File: config.mk
export PLATFORM = sky130hd
export DESIGN_NAME = sam_memory
export DESIGN_NICKNAME = d
export VERILOG_FILES = /design/src/rtl/sam_pkg.sv /design/src/rtl/sam_mem_array.sv /design/src/rtl/sam_memory.sv
export SDC_FILE = /design/constraint.sdc
export NUM_CORES = 2
export LEC_CHECK = 0
export CAP_MARGIN = 30
export CORE_MARGIN = 5
export CORE_UTILIZATION = 35
export CTS_CLUSTER_SIZE = 14
export DETAILED_ROUTE_END_ITERATION = 8
export PLACE_DENSITY = 0.61
export SETUP_SLACK_MARGIN = 0.4
export SYNTH_ARGS = -nofsm -noshare
export SYNTH_HDL_FRONTEND = slang
export SYNTH_SLANG_ARGS = --single-unit
export TNS_END_PERCENT = 5
File: constraint.sdc
create_clock -name clk -period 5.3 [get_ports clk]
set_clock_uncertainty 0.1 [all_clocks]
set_input_delay 1.06 -clock clk [delete_from_list [all_inputs] [get_ports clk]]
set_output_delay 1.06 -clock clk [all_outputs]
set_load 0.1 [all_outputs]
File: src/rtl/sam_pkg.sv
// Shared constants and state encoding for the SAM main-memory slice.
package sam_pkg;

  localparam int unsigned ADDR_W_DEF = 16;
  localparam int unsigned DATA_W_DEF = 16;

  localparam logic RW_READ  = 1'b1;
  localparam logic RW_WRITE = 1'b0;

  typedef enum logic [1:0] {
    ST_IDLE = 2'd0,
    ST_BUSY = 2'd1,
    ST_DONE = 2'd2
  } state_t;

  // Wait counter only has to hold LATENCY-1, but never shrinks below one bit.
  function automatic int unsigned cnt_width(input int unsigned lat);
    return (lat > 1) ? $clog2(lat) : 1;
  endfunction

endpackage

File: src/rtl/sam_mem_array.sv
// Single-port synchronous word RAM; read data is registered on i_re and held.
module sam_mem_array
  import sam_pkg::*;
#(
  parameter int unsigned DATA_W    = DATA_W_DEF,
  parameter int unsigned DEPTH     = 256,
  parameter string       INIT_FILE = ""
) (
  input  logic                     clk,
  input  logic                     i_rst,
  input  logic                     i_we,
  input  logic                     i_re,
  input  logic [$clog2(DEPTH)-1:0] i_idx,
  input  logic [DATA_W-1:0]        i_din,
  output logic [DATA_W-1:0]        o_dout
);

  logic [DATA_W-1:0] r_mem [DEPTH];
  logic [DATA_W-1:0] r_dout;

  always_ff @(posedge clk) begin
    if (i_we) r_mem[i_idx] <= i_din;
  end

  // Array contents survive reset; only the read register is cleared.
  always_ff @(posedge clk) begin
    if (i_rst)     r_dout <= '0;
    else if (i_re) r_dout <= r_mem[i_idx];
  end

  assign o_dout = r_dout;

endmodule

File: src/rtl/sam_memory.sv
// SAM main memory: request/rw access FSM with fixed wait states in front of a word RAM.
module sam_memory
  import sam_pkg::*;
#(
  parameter int unsigned ADDR_W    = ADDR_W_DEF,
  parameter int unsigned DATA_W    = DATA_W_DEF,
  parameter int unsigned DEPTH     = 256,
  parameter int unsigned LATENCY   = 2,
  parameter string       INIT_FILE = ""
) (
  input  logic              clk,
  input  logic              reset,
  input  logic [ADDR_W-1:0] address,
  input  logic              request,
  input  logic              rw,
  input  logic [DATA_W-1:0] wdata,
  output logic [DATA_W-1:0] rdata,
  output logic              mem_wait
);

  localparam int unsigned IDX_W = $clog2(DEPTH);
  localparam int unsigned CNT_W = cnt_width(LATENCY);

  state_t             r_state;
  state_t             w_next_state;
  logic [CNT_W-1:0]   r_cnt;
  logic [IDX_W-1:0]   r_idx;
  logic               r_rw;
  logic [DATA_W-1:0]  r_wdata;
  logic               w_fire;
  logic               w_unused_addr;

  assign w_unused_addr = ^address;

  always_ff @(posedge clk) begin
    if (reset) r_state <= ST_IDLE;
    else       r_state <= w_next_state;
  end

  always_comb begin
    w_next_state = r_state;
    case (r_state)
      ST_IDLE: if (request)        w_next_state = ST_BUSY;
      ST_BUSY: if (r_cnt == '0)    w_next_state = ST_DONE;
      ST_DONE: if (!request)       w_next_state = ST_IDLE;
      default:                     w_next_state = ST_IDLE;
    endcase
  end

  // Reset gates both the handshake and the array strobes so an aborted access never lands.
  always_comb begin
    mem_wait = 1'b0;
    w_fire   = 1'b0;
    if (!reset) begin
      case (r_state)
        ST_IDLE: mem_wait = request;
        ST_BUSY: begin
          mem_wait = 1'b1;
          w_fire   = (r_cnt == '0);
        end
        default: mem_wait = 1'b0;
      endcase
    end
  end

  always_ff @(posedge clk) begin
    if (reset) begin
      r_cnt   <= '0;
      r_idx   <= '0;
      r_rw    <= RW_READ;
      r_wdata <= '0;
    end else begin
      case (r_state)
        ST_IDLE: if (request) begin
          r_idx   <= address[IDX_W:1];
          r_rw    <= rw;
          r_wdata <= wdata;
          r_cnt   <= CNT_W'(LATENCY - 1);
        end
        ST_BUSY: if (r_cnt != '0) r_cnt <= r_cnt - CNT_W'(1);
        default: ;
      endcase
    end
  end

  sam_mem_array #(
    .DATA_W    (DATA_W),
    .DEPTH     (DEPTH),
    .INIT_FILE (INIT_FILE)
  ) u_array (
    .clk    (clk),
    .i_rst  (reset),
    .i_we   (w_fire && (r_rw == RW_WRITE)),
    .i_re   (w_fire && (r_rw == RW_READ)),
    .i_idx  (r_idx),
    .i_din  (r_wdata),
    .o_dout (rdata)
  );

endmodule

==> qor.yml <==
outcome:
  status: "finished clean"
global_routing:
  antenna_found_initial: 28
  grt_pass1_vias: 81507
  grt_util_all_layers_pct: 19.3
  grt-ovfl-total: 0
  grt_pass1_wl_mm: 648
  grt_max_degree: 221
logic_synthesis:
  synth_area_per_cell_um2: 21.5
  ys_seq_area_share_pct: 77.8
  syn_nets: 7436
  synthCells: 7400
  synth.distinct_cells: 77
  synth_flop_cell: "edfxtp_1"
  async_flop_share_pct: 0
  synth_edf_count: 4096
  yosys_warnings: 0
  ys_ff_latch: 4140
  netlist_area_mm2: 0.159
setup_path:
  cp-start-kind: "register"
  crit_buf_inv: 3
  cp_common_cell: "buf_12"
  cp.arrival_ns: 5.37
  cpPeakStageDelay_ns: 0.85
  endpoint_kind: "register"
  crit_chain: "buf_12, buf_12, buf_4, mux4_2, a32oi_1, nand3_1, nor3_1, and3_1, o32ai_1"
  worst-path-max-fanout: 37
  path_class: "register to register"
  crit_slowest_cell: "dfxtp_4"
  critPathRequiredTime_ns: 6.01
  path_delay_family: "simple AND/OR/NAND/NOR gates"
floorplan:
  die_h_um: 685
  dieArea_mm2: 0.469
  coreArea_mm2: 0.453
  ios: 53
  floorplan.initialDensity_pct: 35.2
  die_x_um: 685
  row_count: 247
sta:
  timing.final.crit_share_pct: 87.9
  setup_viol: 0
  finalCriticalPeriod_ns: 4.66
  hold-worst-slack_ns: 0.461
  slew_violations: 0
  worstMarginPinSlew_ns: 1.44
  relSlewSlack_pct: 4.29
  rsz0062_at_grt: "no"
  tns_ns: 0
  fmax_mhz: 215
  hold_viol_final: 0
cts:
  cts-buffers-inserted: 419
  ctsLongestPathBuffers: 4
  clock_latency_ns: 0.96
  postCtsSetupBuffers: 0
  clk_pin_slew_ns: 0.06
  root_buffer: "clkbuf_16"
  cts_tree: "built"
  postCtsHoldBufs: 0
  cts.sinks: 4140
  htree_num_levels: 5
  cts_resized: 0
route:
  first_iter_violations: 11672
  wl_mm: 466
  drtAntennaViolNets: 0
  vias: 82340
  via_per_inst: 5.71
  first_pass_iters: 5
  post_drt_wl_per_cell_um: 32.3
  remaining_drc_errors: 0
layout:
  area_delta_synth_final_pct: 15.7
  finish.utilization_pct: 40.7
  drive_above_1_share_pct: 27.2
  nets: 8124
power:
  comb_power_share_pct: 5.9
  p_switching_mw: 15.4
  p_int_mw: 53.8
  swShare_pct: 22.3
  powerDensity_mw_per_mm2: 376
  p_leak_nw: 59.3
  seqPwrFrac_pct: 52.5
  ir_worst_vdd_uv: 278
  p_clk_share_pct: 41.6
placed_design:
  place_hpwl_mm: 294
  gp_congestion: 0.894
  io_buffers: 44
flow_run:
  drv_cap: 0
worst_hold_path:
  hold_class: "register to register"
## layer usage
layer	GRT usage, %	vias to the layer above	wire length (um)
met3	4.46	879	49100
li1	-	32616	-
met2	30.3	4702	218000
met4	7.82	8	21800
met5	0	-	52
met1	26.1	44135	177000
## per-stage QoR
stage	power [mW]	setup WS [ns]	cell area, um^2	cells
after global placement	41.0	0.674	170000	13609
after CTS	69.7	0.794	184000	14418
final	69.3	0.639	184000	14432
after global routing	71.2	0.526	184000	14422
after floorplan	39.4	0.442	159000	7400
after detailed placement	41.1	0.783	171000	13641
## layout make-up
class | instances | area, um^2
antenna | 12 | 30.0
sequential | 4140 | 124000
timing repair buffer | 706 | 6540
clock buffer | 528 | 11100
tap | 5976 | 7480
clock inverter | 249 | 2280
multi-input combinational | 2814 | 32900
inverter | 7 | 36.3
fill | 39300 | 269000
## power by group through the flow
stage	logic (mW)	registers, mW	clock network [mW]
2_1_floorplan	2.02	37.3	0
3_3_place_gp	3.96	37.1	0
3_5_place_dp	4.08	37.1	0
4_1_cts	4.09	36.4	29.2
5_1_grt	4.25	36.4	30.6
6_report	4.08	36.4	28.8
## cells by family after synthesis
group           Yosys count  share of synthesized area [%]
mux                    1246                           14.9
buf+inv                 446                           1.75
simple gates            889                           2.53
flops                  4140                           77.8
compound gates          679                           3.05
## synthesized netlist by cell type (6+ instances only)
cell,count,share of area (%)
nand4b_1,6,0.033
a311oi_1,13,0.071
buf_6,67,0.47
a31oi_1,26,0.10
buf_4,104,0.49
a22oi_1,130,0.61
a221oi_1,34,0.19
mux4_2,899,13
buf_1,20,0.047
edfxtp_1,4096,77
mux2_2,18,0.13
or4_1,13,0.061
buf_2,138,0.43
nor2b_1,18,0.071
o21ai_0,54,0.17
a2111oi_0,19,0.10
nor4_1,23,0.090
and2_1,6,0.024
and3_1,30,0.12
o2111ai_1,12,0.066
nand2_1,293,0.69
a32oi_1,24,0.13
or3_1,13,0.051
nor3_1,27,0.085
a211oi_1,45,0.21
o221ai_1,21,0.12
nand2b_1,7,0.027
clkbuf_1,107,0.25
a21oi_1,82,0.26
o211ai_1,13,0.061
mux2i_1,329,2.1
a32o_1,21,0.13
o22ai_1,123,0.48
nand4_1,18,0.071
nand3_1,47,0.15
a22o_1,20,0.11
nor2_1,345,0.81
o32ai_1,10,0.055
dfxtp_1,44,0.55
## placed cells by master (no fill, tap or decap), types with 20 or more instances in the layout
cell type / instances
a211oi_1: 45
a21oi_1: 82
a221oi_1: 34
a22o_1: 20
a22oi_1: 130
a31oi_1: 26
a32o_1: 21
a32oi_1: 24
and3_1: 29
buf_12: 63
buf_4: 576
bufinv_16: 30
clkbuf_1: 97
clkbuf_16: 424
clkdlybuf4s50_1: 40
clkinv_1: 98
clkinv_2: 81
dfxtp_1: 20
dfxtp_4: 21
edfxtp_1: 4096
mux2i_1: 329
mux4_2: 899
nand2_1: 290
nand3_1: 47
nor2_1: 284
nor2_2: 60
nor3_1: 27
o21ai_0: 54
o221ai_1: 21
o22ai_1: 123
## worst paths after layout
kind	start	cells past startpoint	slack, ns	to
setup / recovery	r_idx[0]	9	0.64	u_array.o_dout[8]
hold / removal	r_state[1]	1	0.46	r_state[0]
setup reg to reg	r_idx[0]	9	0.64	u_array.o_dout[8]
hold reg to reg	r_state[1]	1	0.46	r_state[0]
## state kept, by name, summed over array words and instances (netlist names)
signal          cells
u_array.o_dout     16
u_array.r_mem    4096
r_cnt               1
r_wdata            16
r_state             2
r_rw                1
r_idx               8
## worst register-to-register path: cells and delay by family (launching register included)
kind	cells	cell delay, ns
buffers and inverters	3	1.15
AND/OR/NAND/NOR	3	1.31
multiplexers	1	0.68
flip-flops	1	0.85
AO/OA/AOI/OAI	2	0.43
No activity file was read; power rests on OpenSTA's default activity.
